==> config.mk <==
export PLATFORM = sky130hd
export DESIGN_NAME = alu_sequencer
export DESIGN_NICKNAME = d
export VERILOG_FILES = /design/src/rtl/alu_sequencer.sv
export SDC_FILE = /design/constraint.sdc
export NUM_CORES = 1
export LEC_CHECK = 0
export ABC_AREA = 0
export CORE_UTILIZATION = 43
export CTS_BUF_LIST = sky130_fd_sc_hd__clkbuf_8
export DETAILED_ROUTE_END_ITERATION = 8
export PLACE_DENSITY = 0.76
export SLEW_MARGIN = 0
export SYNTH_ARGS = -nofsm -noshare
export SYNTH_HDL_FRONTEND = slang
export SYNTH_SLANG_ARGS = --single-unit
==> constraint.sdc <==
create_clock -name clock -period 3.4 [get_ports clock]
set_clock_uncertainty 0.15 [all_clocks]
set_input_delay 0.68 -clock clock [delete_from_list [all_inputs] [get_ports clock]]
set_output_delay 0.68 -clock clock [all_outputs]
set_load 0.05 [all_outputs]
==> src/rtl/alu_sequencer.sv <==
// Issue stage for the registered ALU: decodes one instruction, drives A/B/control, writes the result back.
// Latency: ALU ops write back 4 edges after accept (ALU_LAT=2); LDI/illegal resolve at the accept edge.
// Backpressure: instr_ready is high only in IDLE; the source holds instr until it is accepted.
module alu_sequencer #(
  parameter int WIDTH   = 8,
  parameter int NREGS   = 4,
  parameter int ALU_LAT = 2
) (
  input  logic             clock,
  input  logic             reset_n,
  input  logic [15:0]      instr,
  input  logic             instr_valid,
  output logic             instr_ready,
  output logic [WIDTH-1:0] alu_a,
  output logic [WIDTH-1:0] alu_b,
  output logic [3:0]       alu_control,
  input  logic [WIDTH-1:0] alu_out,
  output logic             done,
  output logic             err,
  input  logic [1:0]       dbg_sel,
  output logic [WIDTH-1:0] dbg_data
);

  localparam int CW = $clog2(ALU_LAT + 1);

  typedef enum logic [1:0] {IDLE, WAIT, WB} state_t;

  state_t           state, state_n;
  logic [CW-1:0]    cnt, cnt_n;
  logic [WIDTH-1:0] rf [NREGS];
  logic [1:0]       rd_q;

  logic [3:0] op;
  logic [1:0] rd, rs, rt;
  logic       acc_alu, acc_ldi, acc_ill, wb;

  assign op = instr[15:12];
  assign rd = instr[11:10];
  assign rs = instr[9:8];
  assign rt = instr[7:6];

  assign instr_ready = (state == IDLE);
  assign dbg_data    = rf[dbg_sel];

  // WAIT spans the ALU input-capture edge plus ALU_LAT update edges.
  always_comb begin
    state_n = state;
    cnt_n   = cnt;
    acc_alu = 1'b0;
    acc_ldi = 1'b0;
    acc_ill = 1'b0;
    wb      = 1'b0;
    case (state)
      IDLE: begin
        if (instr_valid) begin
          if (op == 4'b0010) begin
            acc_ldi = 1'b1;
          end else if (op inside {[4'b0011:4'b0111]}) begin
            acc_ill = 1'b1;
          end else begin
            acc_alu = 1'b1;
            state_n = WAIT;
            cnt_n   = '0;
          end
        end
      end
      WAIT: begin
        if (cnt == CW'(ALU_LAT)) state_n = WB;
        else                     cnt_n   = cnt + 1'b1;
      end
      WB: begin
        wb      = 1'b1;
        state_n = IDLE;
      end
      default: state_n = IDLE;
    endcase
  end

  always_ff @(posedge clock) begin
    if (!reset_n) begin
      state       <= IDLE;
      cnt         <= '0;
      rd_q        <= '0;
      alu_a       <= '0;
      alu_b       <= '0;
      alu_control <= '0;
      done        <= 1'b0;
      err         <= 1'b0;
      for (int i = 0; i < NREGS; i++) rf[i] <= '0;
    end else begin
      state <= state_n;
      cnt   <= cnt_n;
      done  <= wb | acc_ldi;
      err   <= acc_ill;
      if (acc_alu) begin
        alu_a       <= rf[rs];
        alu_b       <= rf[rt];
        alu_control <= op;
        rd_q        <= rd;
      end
      if (acc_ldi) rf[rd]   <= instr[WIDTH-1:0];
      if (wb)      rf[rd_q] <= alu_out;
    end
  end

endmodule
# Word-level counts from Yosys, hierarchy flattened

Memories as Yosys holds them, arrays and structs flattened. A register that Yosys moved wholly into a read port is not among the register bits.
Cells that the tools add are included.

$add $sub $neg: 1
Order comparisons: 2
Equality and inequality tests: 9
Mux-type cells: 32
Bitwise logic cells: 4
Reduce and logical (&&, ||, !) cells: 10

Operator list:

| kind                                                              | number |
|---|---|
| 2-to-1 mux 2 bit                                                  | 10 |
| 2-to-1 mux 1 bit                                                  | 18 |
| 2-to-1 mux 8 bit                                                  | 2 |
| OR reduction 8 bit                                                | 2 |
| inequality test 2 bit, second input constant                      | 5 |
| case mux 2 bit (2 select lines)                                   | 2 |
| AND reduction 5 bit                                               | 1 |
| equality test 2 bit, second input constant                        | 2 |
| equality test 4 x 2 -> 1 bit, second input constant               | 1 |
| greater-or-equal comparator 4 x 2 -> 1 bit, second input constant | 1 |
| <= comparator 4 x 3 -> 1 bit, second input constant               | 1 |
| AND reduction 4 bit                                               | 1 |
| OR reduction 4 bit                                                | 1 |
| inverter 1 bit                                                    | 3 |
| adder 2 x 1 -> 2 bit, second input constant                       | 1 |
| equality test 2 x 1 -> 1 bit, second input constant               | 1 |
| zero test 1 bit                                                   | 2 |
| zero test 2 bit                                                   | 1 |
| nonzero test 2 bit                                                | 1 |
| logical AND 1 bit                                                 | 1 |
| OR 1 bit                                                          | 1 |

Register bits after elaboration: 12
Bits in writable memories: 32
Input bits: 29
Output and inout port bits: 31
Logic and storage cells: 65
Memories: 1

Memories:

| memory | depth | width | rd ports | clocked after memory_dff | write ports | RTL line | RTL |
|---|---|---|---|---|---|---|---|
| rf     | 4     | 8     | 3        | 2                        | 4           | 30       | `logic [WIDTH-1:0] rf [NREGS];` |

# Longest topological paths before layout

Gate-level depths: netlist (run 1).

Depth in word-level cells: 10
Depth in mapped cells: 6
Depth with buffers taken out: 6

# Worst setup path before layout (run 1)

OpenSTA, ideal clock, no wires.

Path kind: input to output
Start point: input dbg_sel[0]
End point: output dbg_data[0]
Data arrival time: 1.597 ns
Data required time: 2.570 ns
Slack: 0.973 ns
Cell stages on the path: 2
Buffers on the path: 1
Path through: buf_2 -> mux4_2

Longest elaborated chain between the ends: 1

Ends and longest elaborated chain:

| item                    | RTL line | RTL |
|---|---|---|
| from (decl)             | 20       | `input logic [1:0] dbg_sel,` |
| memory read (4 x 8 bit) | n/a      |  |
| to (decl)               | 21       | `output logic [WIDTH-1:0] dbg_data` |

Every way passes these cells.

# Worst setup path after layout (run 1)

Start point: input dbg_sel[0]
End point: output dbg_data[5]

Same word-level chain as after synthesis.

==> results of run 1 <==
through the flow:
| stage | setup WS (ps) | hold WS, ps | utilization (%) |
|---|---|---|---|
| 2_1_floorplan | 973 | 307 | - |
| 3_3_place_gp | 471 | 292 | 54.7 |
| 3_5_place_dp | 462 | 295 | 54.7 |
| 4_1_cts | 459 | 304 | 57.4 |
| 5_1_grt | 442 | 323 | 57.4 |
| 6_report | 473 | 300 | 57.4 |
sequential cells by signal, summed over array words and instances, names as in the netlist:
name         flops
alu_a            8
alu_control      4
done             1
err              1
alu_b            8
rf              32
cnt              2
state            2
rd_q             2
worst max-delay path by stage:
stage	to	depth (start not counted)	slack, ps	start
6_report	dbg_data[5]	4	470	dbg_sel[0]
5_1_grt	dbg_data[5]	4	440	dbg_sel[0]
4_1_cts	dbg_data[5]	4	460	dbg_sel[0]
3_5_place_dp	dbg_data[5]	4	460	dbg_sel[0]
3_3_place_gp	dbg_data[5]	4	470	dbg_sel[0]
2_1_floorplan	dbg_data[0]	2	970	dbg_sel[0]
worst min-delay path, stage by stage, from the launching register on:
cell      delay, ps
dfxtp_1         310
nand2_1          50
a21boi_1         50
placed cells by master (no fill, tap or decap), types with 6 or more instances in the layout:
cell,netlist,final
nand2_1,47,47
clkbuf_8,0,9
nor2_2,9,9
clkdlybuf4s50_1,0,51
dfxtp_1,28,28
a32o_1,6,6
mux4_2,24,24
a21boi_1,19,19
nor2_1,18,18
buf_4,2,17
inv_1,12,13
nand2_2,6,6
edfxtp_1,32,32
metal layers:
metal / part of all wire (%) / vias to the layer above / track usage, % / wire (µm)
li1: - / 1079 / - / -
met1: 44 / 1151 / 29.0 / 3250
met2: 49 / 62 / 32.1 / 3630
met3: 4.7 / 17 / 4.81 / 345
met4: 2.2 / 0 / 10.3 / 164
met5: 0 / - / 0 / 0
logic make-up (layout without fill, tap and decap cells):
group | after synthesis | count (layout) | share of synthesized area [%]
AO/OA/AOI/OAI | 44 | 44 | 11.3
adder cells (fa/ha/maj) | 1 | 1 | 0.394
buffers and inverters | 33 | 96 | 5.60
flip-flops | 60 | 60 | 47.9
multiplexers | 25 | 25 | 17.7
AND/OR/NAND/NOR | 101 | 101 | 17.1
final cells by class:
type                       instances  area [µm²]  area share, %
multi-input combinational        171        1480           37.0
sequential                        60        1520           38.2
clock inverter                     7        58.8           1.48
inverter                          12        45.0           1.13
clock buffer                       9         124           3.11
timing repair buffer              68         638           16.0
tap                               96         120           3.02
where the power goes:
part / switching (µW) / internal (µW) / leakage, µW / total (µW)
clock network: 289 / 328 / 0.0000953 / 617
logic: 175 / 130 / 0.000815 / 305
registers: 22.2 / 793 / 0.000559 / 815
total: 486 / 1250 / 0.00147 / 1740
==> out/qor.yml, run 1 <==
global_route:
  grt_overflow: 0
  antenna_found_initial: 0
  grt_usage_pct: 21.2
  grt_pass1_vias: 2141
  grt_pass1_wl_mm: 11.7
  grt_max_degree: 24
route:
  first_iter_violations: 149
  vias: 2309
  drt-total-wl_mm: 7.39
  via_per_inst: 5.46
  drtPass1Iterations: 4
  antenna_left: 0
  wl_per_cell_um: 17.5
  drc: 0
cts:
  clockBufferDepth: 2
  cts_tree: "built"
  cts-root-buf: "clkbuf_8"
  cts.hold.buffers_added: 0
  postCtsSetupBuffers: 0
  path_clk_slew_ps: 60
  cts-buffers-inserted: 9
  cts_sinks: 60
  post_cts_resize_count: 0
  htree_levels: 3
  clock_latency_ps: 350
synth:
  syn_inst: 264
  synth_seq_cells: 60
  netlist_area_um2: 3170
  yosysWarnings: 0
  synth_area_leaders: "edfxtp_1 (30%), dfxtp_1 (18%), mux4_2 (17%)"
  synth.most_common_cell: "nand2_1"
  seq_area_frac_synth_pct: 47.9
  synthDistinctLibCells: 44
  syn_area_per_cell_um2: 12.0
  yosysTopAreaCellShare_pct: 30.3
  ys_dominant_reg_cell: "edfxtp_1"
  synth_common_cells: "nand2_1 (47), edfxtp_1 (32), dfxtp_1 (28)"
  postSynth.asyncResetShare_pct: 0
  synth_nets: 294
  synth_edf_count: 32
  yosysTopAreaCell: "edfxtp_1"
placement:
  place_congestion: 0.809
  placed_cells: 407
  placed_cell_area_um2: 3800
  hpwl_mm: 5.34
  numPortBuffers: 59
min_path:
  holdCritStartpoint: "alu_control[0]"
  worstHoldPathType: "flip-flop to flip-flop"
  hold_depth: 2
  hold_end: "alu_control[0]"
flow_run:
  drv_cap: 0
critical_path:
  worst-path-buf-inv: 3
  critPathLaunchType: "primary input"
  slowest_stage: "mux4_2"
  critPathMaxStageDelay_ps: 540
  reg2reg_setup_slack_ps: 1220
  arrival_ps: 2100
  worstReg2RegEnd: "rf[2][7]"
  r2r_start: "state[0]"
  cp.required_ps: 2570
  worst_setup_path_end_kind: "output pin"
  path_class: "primary input to output pin"
  cp_common_cell: "buf_4"
  crit_fanout: 8
  cpLargestDelayFamily: "buffers and inverters"
  worstRegToRegCells: 4
  crit_chain: "clkdlybuf4s50_1 -> buf_4 -> mux4_2 -> buf_4"
sta:
  worstMarginPinSlew_ps: 891
  setup_viol: 0
  fin_crit_sh_pct: 86.1
  relSlewSlack_pct: 40.6
  grt_setup_unrepaired: "no"
  fmax_ghz: 0.342
  slew_violations: 0
  tns_ps: 0
  post-route-min-period_ps: 2930
  timing.final.hold_violations: 0
power:
  power_density_nw_per_um2: 436
  vdd_drop_max_mv: 0.272
  finalPower_uw: 1740
  p_leak_uw: 0.00147
layout:
  diodes: 0
  area_delta_synth_final_pct: 25.5
  nNetsFinal: 352
  fillCellCount: 579
  final_area_um2: 3980
  fin_cells: 423
  drive_above_1_share_pct: 24.5
floorplan:
  std_cell_rows: 30
  core_um2: 6940
  die_x_um: 87.9
  boundaryPins: 60
  die-area_um2: 7730
  die_y_um: 87.9
  start_util_pct: 45.7
outcome:
  status: "finished clean"
No activity file was read; power rests on OpenSTA's default activity.
==> run 2: changes to the inputs <==
--- a/config.mk
+++ b/config.mk
@@ -9,8 +9,10 @@
 export CORE_UTILIZATION = 43
 export CTS_BUF_LIST = sky130_fd_sc_hd__clkbuf_8
 export DETAILED_ROUTE_END_ITERATION = 8
-export PLACE_DENSITY = 0.76
+export HOLD_SLACK_MARGIN = 0.1
+export PLACE_DENSITY = 0.74
 export SLEW_MARGIN = 0
 export SYNTH_ARGS = -nofsm -noshare
 export SYNTH_HDL_FRONTEND = slang
 export SYNTH_SLANG_ARGS = --single-unit
+export TNS_END_PERCENT = 20
==> run 2 against run 1 <==
Against the previous run:
- fmax down 0.39%
- combinational power about the same
- die area unchanged
- sequential share of layout area down 0.36 points
- final cell count up 0.24%
- first-iteration DRC count up 14%
- wire length down 4.0%
- hold slack better by 1.1 ps
- sequential power about the same
- critical path type unchanged
==> out/qor.yml, run 2 (synthesis gave the netlist of run 1 again) <==
cts:
  postCtsSetupBuffers: 0  # unchanged
  post_cts_resize_count: 0  # unchanged
  cts_tree: "built"
  htree_levels: 3  # unchanged
  clock_latency_ps: 340  # about the same
  cts-root-buf: "clkbuf_8"
  clockBufferDepth: 2  # unchanged
  cts-buffers-inserted: 9  # unchanged
  cts_sinks: 60  # unchanged
  path_clk_slew_ps: 70  # about the same
  cts.hold.buffers_added: 0  # unchanged
layout:
  drive_above_1_share_pct: 25.3  # +0.84 points
  diodes: 0  # unchanged
  final_cell_mix: "clkdlybuf4s50_1 (51), nand2_1 (47), edfxtp_1 (32), dfxtp_1 (28), mux4_2 (24)"
  final_area_um2: 4020  # +0.94%
  fillCellCount: 582  # +0.52%
  top_register: "rf"
  area_delta_synth_final_pct: 26.6
  top_regs: "rf x32, alu_a x8, alu_b x8"
  largest_register_ffs: 32  # unchanged
  nNetsFinal: 353  # +0.28%
  final_common_cell: "clkdlybuf4s50_1"
route:
  wl_per_cell_um: 16.7  # -4.2%
  antenna_left: 0  # unchanged
  vias: 2256  # -2.3%
  drt-total-wl_mm: 7.10  # -4.0%
  first_iter_violations: 170  # +14%
  via_per_inst: 5.32  # -2.5%
  drc: 0  # unchanged
  drtPass1Iterations: 4  # unchanged
critical_path:
  crit_fanout: 8  # unchanged
  worst_setup_path_end_kind: "output pin"
  worstRegToRegCells: 4  # unchanged
  cp.required_ps: 2570  # about the same
  critPathLaunchType: "primary input"
  arrival_ps: 2110  # about the same
  path_class: "primary input to output pin"
global_route:
  grt_usage_pct: 20.5  # -0.75 points
  grt_max_degree: 23  # -4.2%
  grt_pass1_wl_mm: 11.4  # -2.8%
  grt_overflow: 0  # unchanged
  antenna_found_initial: 0  # unchanged
  grt_pass1_vias: 2246  # +4.9%
power:
  power_density_nw_per_um2: 448  # +2.7%
  finalPower_uw: 1800  # +3.7%
  p_leak_uw: 0.00149  # +1.6%
  vdd_drop_max_mv: 0.212  # -22%
floorplan:
  boundaryPins: 60  # unchanged
  start_util_pct: 45.7  # unchanged
  std_cell_rows: 30  # unchanged
  die_x_um: 87.9  # unchanged
  die-area_um2: 7730  # unchanged
  die_y_um: 87.9  # unchanged
  core_um2: 6940  # unchanged
placement:
  placed_cell_area_um2: 3810  # +0.20%
  place_congestion: 0.781  # -3.5%
  numPortBuffers: 59  # unchanged
  dp_slack_ps: 442  # -20.3 ps
  hpwl_mm: 5.14  # -3.7%
sta:
  worstMarginPinSlew_ps: 909  # +17.6 ps
  fmax_ghz: 0.340  # -0.39%
  fin_crit_sh_pct: 86.4  # +0.34 points
  fin_ws_ps: 462  # -11.5 ps
  tns_ps: 0  # unchanged
  slew_violations: 0  # unchanged
  grt_setup_unrepaired: "no"
  relSlewSlack_pct: 39.4  # -1.2 points
  post-route-min-period_ps: 2940  # +11.5 ps
  setup_viol: 0  # unchanged
  timing.final.hold_violations: 0  # unchanged
outcome:
  status: "finished clean"
min_path:
  worstHoldPathType: "flip-flop to flip-flop"
  hold_depth: 2  # unchanged
flow_run:
  drv_cap: 0  # unchanged
-- run 2: cell types whose count changed in the layout (fill, tap and decap cells not counted), sizes merged --
| cell | delta |
|---|---|
| buf | +1 |
| clkbuf | +3 |
| clkinv | -2 |
| clkinvlp | -1 |
-- run 2: layout make-up --
type / instances / area (µm²) / share of cell area [%]
inverters: 12 / 45.0 / 1.12
multi-input cells: 171 / 1480 / 36.7
clock inverters: 4 / 47.5 / 1.18
well taps: 96 / 120 / 2.99
repair buffers: 69 / 646 / 16.1
flip-flops and latches: 60 / 1520 / 37.8
clock buffers: 12 / 165 / 4.11
-- run 2: per-layer routing --
layer  global-route usage (%)  share of wire [%]  vias up
li1                         -                  -     1079
met1                     27.3                 45     1105
met2                     32.2                 49       64
met3                     3.96                4.8        8
met4                     9.99                1.6        0
met5                        0                  0        -
-- run 2: path summary, 6_finish.rpt --
path	from	endpoint	slack [ps]
worst max register to register	state[0]	rf[0][3]	1220
worst min-delay path	alu_a[2]	alu_a[2]	300
worst max-delay path	dbg_sel[0]	dbg_data[3]	460
worst min register to register	alu_a[2]	alu_a[2]	300
-- run 2: through the flow --
stage,cells,hold WS (ps),utilization (%)
floorplan,264,307,-
global placement,408,294,54.8
detailed placement,408,298,54.8
CTS,424,307,57.9
global route,424,325,57.9
finish,424,302,57.9
-- run 2: where the power goes --
group / total [µW] / switching, µW / internal, µW
clock: 681 / 285 / 396
combinational: 306 / 175 / 131
sequential: 815 / 21.8 / 793
-- run 2: critical path: stages --
cell and delay [ps]:
clkdlybuf4s50_1 460, buf_4 210, mux4_2 550, buf_4 210
==> edit (settings of run 1) <==
Register the output `dbg_data`; this adds one clock of latency there. The other outputs are not delayed to match.
--- a/src/rtl/alu_sequencer.sv
+++ b/src/rtl/alu_sequencer.sv
@@ -40,7 +40,9 @@
   assign rt = instr[7:6];
 
   assign instr_ready = (state == IDLE);
-  assign dbg_data    = rf[dbg_sel];
+  always_ff @(posedge clock) begin
+    dbg_data <= rf[dbg_sel];
+  end
 
   // WAIT spans the ALU input-capture edge plus ALU_LAT update edges.
   always_comb begin
Behaviour: not the same (a bounded check fails within 4 cycles, from zero or initial values and one cycle with reset_n low).
==> edit against run 1 <==
- wire length down 15%
- total power up 1.3%
- largest power group unchanged
- final area fell by 1.4%
- area after synthesis fell by 1.9%
- first-iteration DRC count up 28%
- sequential cell count rose by 8
- critical endpoint is now rf[1][4]$_SDFFCE_PN0P_
- via count fell by 4.1%
- die area shrank 1.8%
- clock power decreased by 10%
- cell count shrank 1.2%
- non-clock buffer count shrank 6
- fmax rose by 9.5%
- highest routed layer unchanged
- worst setup slack improved by 0.25 ns
- register-to-register slack got worse by 0.07 ns
- largest cell class unchanged
==> edit: results (changes against run 1) <==
- Status: complete, no violations
- DP Cell Count: 402 (-1.2%)
- Syn avg cell area: 12.0 um^2 (-0.34%)
- CP peak stage delay: 0.52 ns (-0.02 ns)
- Synth top area cells: edfxtp_1, dfxtp_1, mux4_2
- Post-synth top cells: nand2_1, dfxtp_1, edfxtp_1, nor2_1, a21oi_1
- Via density: 5.30 (-3.0%)
- Final std cells w/o fill: 418 (-1.2%)
- Layout cells sized above 1: 0.165 (-0.0801)
- Max transition margin: 0.539 (+0.133)
- Asr flop ratio synth: 0 (unchanged)
- Post_cts resized: 0 (unchanged)
- Vias in the first global route: 2088 (-2.5%)
- Post-Syn Nets: 290 (-1.4%)
- Critical path's top delay family: simple AND/OR/NAND/NOR gates
- YS warnings: 0 (unchanged)
- Initial antenna violation count: 0 (unchanged)
- Nets: 347 (-1.4%)
- Dominant synthesized flop cell: dfxtp_1
- Diode count: 0 (unchanged)
- Worst-path maximum fanout: 9 (+1)
- Sw Ratio: 0.273 (-0.00725)
- Setup Buffers After CTS: 0 (unchanged)
- Total GRT Usage: 0.183 (-0.0290)
- First-pass GRT wire length: 10100 um (-14%)
- CTS Root Cell: clkbuf_8
- Deepest clock path buffer count: 2 (unchanged)
- Worst path slowest cell: clkdlybuf4s50_1
- # H-tree levels: 3 (unchanged)
- Biggest register: rf
- Hold depth: 2 (unchanged)
- Largest net degree at the start of global routing: 27 (+13%)
- Worst R2R Path Depth: 4 (unchanged)
- Clock latency on the worst-skew pair: 0.33 ns (-0.02 ns)
- EDFF count, synth: 32 (unchanged)
- Post-synthesis cell type count: 38 (-14%)
- GP Congestion: 0.831 (+2.7%)
- Pre-antenna DRT Iters: 4 (unchanged)
- Routed WL per cell: 15.1 um (-14%)
- Seq/Total Area, Yosys: 0.540 (+0.0605)
- Total CTS buffers: 9 (unchanged)
- First DRT Iteration DRCs: 191 (+28%)
- IO Port Bufs: 59 (unchanged)
- Post-DP HPWL: 4840 um (-9.4%)
- CTS clock-pin slew for the worst setup and hold paths: 0.07 ns
- Largest register FFs: 32 (unchanged)
- VDD IR max: 0.000175 V (-36%)
- Lkg Pwr: 1.42 nW (-3.4%)
- Hold Crit Class: reg -> reg
-- edit: cell count changes after synthesis, sizes merged, moves of 2 or more --
cell and delta:
buf -3, clkbuf -2, a32o -7, a22oi +8
nand2 -9, a21boi -22, dfxtp +8, nor2 +3
a21oi +23, nor4 +2
-- edit: per-stage QoR --
stage	hold slack (ns)	util	setup slack (ns)	total power [mW]	instance area, um^2
finish	0.303	0.569	0.728	1.76	3930
global route	0.322	0.569	0.580	1.84	3930
CTS	0.307	0.569	0.771	1.78	3930
detailed placement	0.296	0.545	0.414	1.22	3760
global placement	0.295	0.545	0.492	1.22	3760
floorplan	0.307	-	1.16	1.12	3120
-- edit: area by class of cell --
cell class              count  area, um^2
clock buffers               9         124
inverters                  11        41.3
repair buffers             62         613
flip-flops and latches     68        1680
fillers                   596        2980
multi-input cells         165        1310
clock inverters             7        41.3
well taps                  96         120
-- edit: logic make-up (layout without fill, tap and decap cells) --
group,after synthesis,in the layout,share of synthesized area
multiplexers,25,25,0.178
flip-flops,68,68,0.540
buffers and inverters,27,89,0.0406
adder cells (fa/ha/maj),1,1,0.00402
AND/OR/NAND/NOR,93,93,0.145
AO/OA/AOI/OAI,46,46,0.0924
-- edit: per-layer routing --
layer,share of wire,vias up,track usage
li1,-,1065,-
met1,0.43,1033,0.251
met2,0.47,102,0.274
met3,0.075,14,0.0332
met4,0.025,0,0.109
met5,0,-,0
-- edit: power groups by stage --
| stage | combinational, mW | sequential [mW] | clock [mW] |
|---|---|---|---|
| floorplan | 0.116 | 1.00 | 0 |
| global placement | 0.282 | 0.936 | 0 |
| detailed placement | 0.286 | 0.937 | 0 |
| CTS | 0.287 | 0.919 | 0.574 |
| global route | 0.303 | 0.923 | 0.613 |
| finish | 0.286 | 0.919 | 0.554 |
-- edit: worst paths after layout --
check / end / from / slack (ns)
hold / removal: alu_a[0]$_SDFFE_PN0P_ / alu_a[0]$_SDFFE_PN0P_ / 0.30
hold reg to reg: alu_a[0]$_SDFFE_PN0P_ / alu_a[0]$_SDFFE_PN0P_ / 0.30
setup reg to reg: rf[1][4]$_SDFFCE_PN0P_ / state[0]$_SDFFE_PN0P_ / 1.15
setup / recovery: rf[1][4]$_SDFFCE_PN0P_ / instr[14] / 0.73
-- edit: tightest hold or removal path, cell delays in order, from the launching register on --
cell	delay, ns
dfxtp_1	0.31
nand2_1	0.05
a21oi_1	0.05
